<file path="src/rtl/elem_chk_fifo.sv">
// Width-agnostic synchronous FIFO with sync flush and async active-low reset.
// Ports: clk, rst_n, clear, push/wdata, pop/rdata (head), full, empty.
module elem_chk_fifo #(
  parameter int DW    = 8,
  parameter int DEPTH = 4
) (
  input  logic          clk,
  input  logic          rst_n,
  input  logic          clear,
  input  logic          push,
  input  logic [DW-1:0] wdata,
  input  logic          pop,
  output logic [DW-1:0] rdata,
  output logic          full,
  output logic          empty
);

  localparam int AW = $clog2(DEPTH);

  logic [DW-1:0] mem [DEPTH];
  logic [AW-1:0] wp;
  logic [AW-1:0] rp;
  logic [AW:0]   cnt;
  logic          do_push;
  logic          do_pop;

  assign full    = (cnt == (AW+1)'(DEPTH));
  assign empty   = (cnt == '0);
  assign do_push = push & ~full & ~clear;
  assign do_pop  = pop & ~empty & ~clear;
  assign rdata   = mem[rp];

  always_ff @(posedge clk or negedge rst_n) begin
    if (!rst_n) begin
      wp  <= '0;
      rp  <= '0;
      cnt <= '0;
    end else if (clear) begin
      wp  <= '0;
      rp  <= '0;
      cnt <= '0;
    end else begin
      if (do_push) wp <= wp + 1'b1;
      if (do_pop)  rp <= rp + 1'b1;
      unique case ({do_push, do_pop})
        2'b10:   cnt <= cnt + 1'b1;
        2'b01:   cnt <= cnt - 1'b1;
        default: cnt <= cnt;
      endcase
    end
  end

  // Storage needs no reset; only entries behind the pointers are read.
  always_ff @(posedge clk) begin
    if (do_push) mem[wp] <= wdata;
  end

endmodule

</file>
<file path="config.mk">
export PLATFORM = sky130hd
export DESIGN_NAME = elem_chk_fifo
export DESIGN_NICKNAME = d
export VERILOG_FILES = /design/src/rtl/elem_chk_fifo.sv
export SDC_FILE = /design/constraint.sdc
export NUM_CORES = 1
export LEC_CHECK = 0
export CAP_MARGIN = 20
export CORE_ASPECT_RATIO = 1.25
export CORE_MARGIN = 4
export CORE_UTILIZATION = 58
export DETAILED_ROUTE_END_ITERATION = 7
export GPL_ROUTABILITY_DRIVEN = 0
export PLACE_DENSITY = 0.9
export SYNTH_ARGS = -nofsm -noshare
export SYNTH_HDL_FRONTEND = slang
export SYNTH_SLANG_ARGS = --single-unit
</file>
<file path="constraint.sdc">
create_clock -name clk -period 4.7 [get_ports clk]
set_input_delay 0.94 -clock clk [delete_from_list [all_inputs] [get_ports clk]]
set_output_delay 0.94 -clock clk [all_outputs]
set_load 0.01 [all_outputs]
</file>
Yosys cells after proc, flatten, opt, wreduce, memory -nomap -nowiden
Memories as Yosys holds them, arrays and structs flattened. Index checks and enable logic that the tools add are counted.

Bits in registers: 7. RAM bits: 32. Bits of input ports: 13. Output and inout port bits: 10. Logic and storage cells: 30. Memories kept: 1.

Memories: mem (words 4, bits a word 8, read ports 1, clocked after memory_dff 0, write ports 1, RTL line 20) `logic [DW-1:0] mem [DEPTH];`.

Add/sub/neg operators: 4. Eq/ne operators: 3. Muxes and demuxes: 8. Bitwise logic cells: 7. Reduce and logical (&&, ||, !) cells: 4.

Operator list (number): $mux W2 (4); $pmux W3 S2 (1); $add A2 B1 Y2 const B (2); $and A1 B1 Y1 (4); $reduce_bool A2 Y1 (2); $add A3 B1 Y3 const B (1); $eq A3 B3 Y1 const B (1); $logic_not A3 Y1 (1); $mux W3 (1); $not A1 Y1 (3); $reduce_bool A3 Y1 (1); $sub A3 B1 Y3 const B (1); $eq A2 B1 Y1 const B (1); $eq A2 B2 Y1 const B (1); $mux W1 (2).

Logic depth before layout (Yosys ltp)
Word-level depth: 7. Depth in mapped cells: 8. Mapped depth without buffers: 7.

Least setup slack after synthesis
No wires, ideal clock.

Path type: in2reg. Start: input pop. End: register cnt[1]. Arrival time: 2.139 ns. Slack: 2.424 ns. Stages on the path: 7. Cells stage by stage: buf_2 nand2b_1 nor3_1 fa_1 o311a_1 a21oi_1 nor3_1.

Longest elaborated chain between the ends: 5. Elaborated cells on any way between the ends: 7. Those cells by class: eq/ne: 2; mux: 2; bitwise: 2; reduce/logical: 1.

RTL lines: from (decl) (RTL line 12) `input logic pop,`; $and A1 B1 Y1 (*) (2 in series) (RTL line 30) `assign do_pop = pop & ~empty & ~clear;`; $eq A2 B1 Y1 or $eq A2 B2 Y1 (tied branches) (RTL line 45) `unique case ({do_push, do_pop})`; $pmux W3 S2 (RTL line 45); $mux W3 (RTL line 38) `end else if (clear) begin`; to (signal assigned) (RTL line 46) `2'b10: cnt <= cnt + 1'b1;`; to (signal assigned) (RTL line 47) `2'b01: cnt <= cnt - 1'b1;`; to (signal assigned) (RTL line 48) `default: cnt <= cnt;`; to (decl) (RTL line 23) `logic [AW:0] cnt;`.

Every way passes the cells marked *; elsewhere a longest branch is shown, timed or not. A chain may end at the register's enable or synchronous reset.

Worst setup path in the final report
Start: register rp[0]. End: output rdata[3].

Longest elaborated chain between the ends: 1.

RTL lines: from (decl) (RTL line 22) `logic [AW-1:0] rp;`; from (signal assigned) (RTL line 44) `if (do_pop) rp <= rp + 1'b1;`; $mem_v2 Z4 W8; to (decl) (RTL line 13) `output logic [DW-1:0] rdata,`.

Every way passes these cells.

==> flow_summary.json <==
{
  "status": "finished, final reports clean",
  "powerDensity_mw_per_mm2": 361,
  "rows": 21,
  "cts_max_path_buffers": 2,
  "cts_sinks": 39,
  "fin_ws_ps": 1600,
  "syn_avg_cell_area_sq_um": 16.1,
  "pre_cts_ws_ps": 1740,
  "min_period_ps": 3100,
  "firstDrtPassIters": 4,
  "synthFlopType": "edfxtp_1",
  "synthCells": 107,
  "grt_pass1_vias": 973,
  "critPathKind": "reg -> out",
  "die_height_microns": 69,
  "synth_edf_count": 32,
  "grt_use_total_pct": 16.3,
  "antenna_found_initial": 0,
  "cp_data_required_time_ps": 3760,
  "p_comb_share_pct": 19.5,
  "swShare_pct": 26.1,
  "ys_types": 34,
  "final_cell_mix": "edfxtp_1, clkdlybuf4s50_1, mux4_2",
  "grt_pass1_wl_microns": 4700,
  "synthArstFlopShare_pct": 17.9,
  "yosys.area.top_type": "edfxtp_1",
  "die_w_microns": 56.8,
  "final_core_util_pct": 72.6,
  "finalPower_uw": 723,
  "placed_cells": 156,
  "finalSetupViolations": 0,
  "postCtsSetupBuffers": 0,
  "cp-start-kind": "flop",
  "cts_tree": "built",
  "synth.top_cell.area_share_pct": 55.7,
  "power.net_switching_uw": 189,
  "synth-seq-cells": 39,
  "remaining_drc_errors": 0,
  "path_max_fanout": 10,
  "ios": 23,
  "p_clk_share_pct": 22.5,
  "max_freq_mhz": 323,
  "reg2reg_depth": 7,
  "hpwlAfterDp_microns": 2140,
  "drv_slew": 0,
  "n_antenna_cell": 0,
  "fp.dieArea_sq_mm": 0.00392,
  "start_util_pct": 62.6,
  "min_to": "wp[1]$_DFFE_PN0P_",
  "relSlewSlack_pct": 61.1,
  "ff_latch_area_sq_mm": 0.00114,
  "r2r-end": "cnt[1]$_DFFE_PN0P_",
  "portBuffers": 22,
  "hold_depth": 2,
  "cts_buffers": 5,
  "final_antenna_net_count": 0,
  "clock_skew_ps": 7.22,
  "multi_input_area_sq_um": 538,
  "arrival_ps": 2160,
  "synth_warnings": 0,
  "stdcell_count": 164,
  "syn_to_final_growth_pct": 15.9,
  "p_seq_share_pct": 58.0,
  "internal-power_uw": 534,
  "vias": 942,
  "syn-cell-area_sq_mm": 0.00173,
  "grt_setup_unrepaired": "false",
  "layout.nets": 147,
  "clk_pin_slew_worst_paths_ps": 110,
  "drt_iter0_markers": 32,
  "grt-ovfl-total": 0,
  "min_path_type": "reg -> reg",
  "clk_latency_ps": 340,
  "cts_hold_buffers": 0,
  "seq_area_frac_synth_pct": 65.8,
  "finalHoldViolations": 0,
  "ff2ff_setup_slack_ps": 2480,
  "ir_worst_vdd_mv": 0.289,
  "wl_per_cell_microns": 17.8,
  "finalSetupTns_ps": 0,
  "drive_above_1_share_pct": 14.6,
  "clockRootBuffer": "clkbuf_4",
  "p_leak_nw": 0.691,
  "fillers": 191,
  "core_sq_mm": 0.00276,
  "grt_max_degree": 14,
  "syn_nets": 125,
  "cts_resized": 0,
  "finalCritPeriodShare_pct": 65.9,
  "totalWireLength_microns": 2920,
  "worst_setup_path_end_kind": "output pin",
  "cts.htree.levels": 2,
  "layout_commonest_cell": "edfxtp_1",
  "via_per_inst": 5.74,
  "worst_slew_pin_slew_ps": 584,
  "drv_cap": 0,
  "hold_start": "wp[1]$_DFFE_PN0P_",
  "synth_top_cells_by_area": "edfxtp_1, mux4_2, dfrtp_1, ha_1, and2_1",
  "reg2reg_from": "cnt[0]$_DFFE_PN0P_"
}
[cells in the mapped netlist (all sizes together) (3+ instances only)]
cell	count
edfxtp	32
mux4	8
dfrtp	7
nor2	7
and2	5
buf	5
nand2b	5
ha	4
nor3	4
o21ai	4
inv	3
[registers in the layout, indices dropped and copies added, names as in the netlist]
name,cells
cnt,3
mem,32
rp,2
wp,2
[worst max path at each step]
stage | cells after the start | startpoint | end | slack, ps
2_1_floorplan | 7 | pop | cnt[1]$_DFFE_PN0P_ | 2420
3_3_place_gp | 7 | pop | cnt[1]$_DFFE_PN0P_ | 1860
3_5_place_dp | 7 | pop | cnt[1]$_DFFE_PN0P_ | 1740
4_1_cts | 2 | rp[0]$_DFFE_PN0P_ | rdata[3] | 1550
5_1_grt | 2 | rp[0]$_DFFE_PN0P_ | rdata[3] | 1470
6_report | 2 | rp[0]$_DFFE_PN0P_ | rdata[3] | 1600
[routing by layer]
metal | vias to the layer above | part of all wire, % | track usage [%]
met5 | - | 0 | 0
met4 | 0 | 1.7 | 6.19
met3 | 5 | 5.2 | 4.85
met2 | 25 | 55 | 27.8
met1 | 465 | 38 | 19.2
li1 | 447 | - | -
[critical path, cell delays in order (launching register included)]
cell and delay (ps):
dfrtp_1 730, mux4_2 580, clkdlybuf4s50_1 500
[power groups by stage]
stage / Sequential [mW] / Combinational, mW / Clock, mW
6_report: 0.419 / 0.141 / 0.162
5_1_grt: 0.424 / 0.154 / 0.186
4_1_cts: 0.420 / 0.143 / 0.165
3_5_place_dp: 0.428 / 0.143 / 0
3_3_place_gp: 0.426 / 0.135 / 0
2_1_floorplan: 0.408 / 0.102 / 0
[area by class of cell]
type	instances	area share, %
flip-flops and latches	39	56.8
multi-input cells	58	26.9
repair buffers	22	11.0
well taps	34	2.13
clock buffers	6	2.06
clock inverters	2	0.625
inverters	3	0.563
[stage by stage]
stage	area (sq um)	hold slack [ps]
CTS	2000	653
floorplan	1730	542
finish	2000	635
global placement	1950	563
global route	2000	689
detailed placement	1950	628
[cell families after synthesis]
family | Yosys count | share of synthesized area (%)
adders and majority gates | 5 | 4.06
and+or+nand+nor | 27 | 8.99
DFF | 39 | 65.8
muxes | 9 | 11.0
AOI/OAI and AO/OA | 14 | 5.58
buffers and inverters | 10 | 3.04
xor gates and xnor gates | 3 | 1.52
Note: power is estimated with default switching activity, not from simulation.
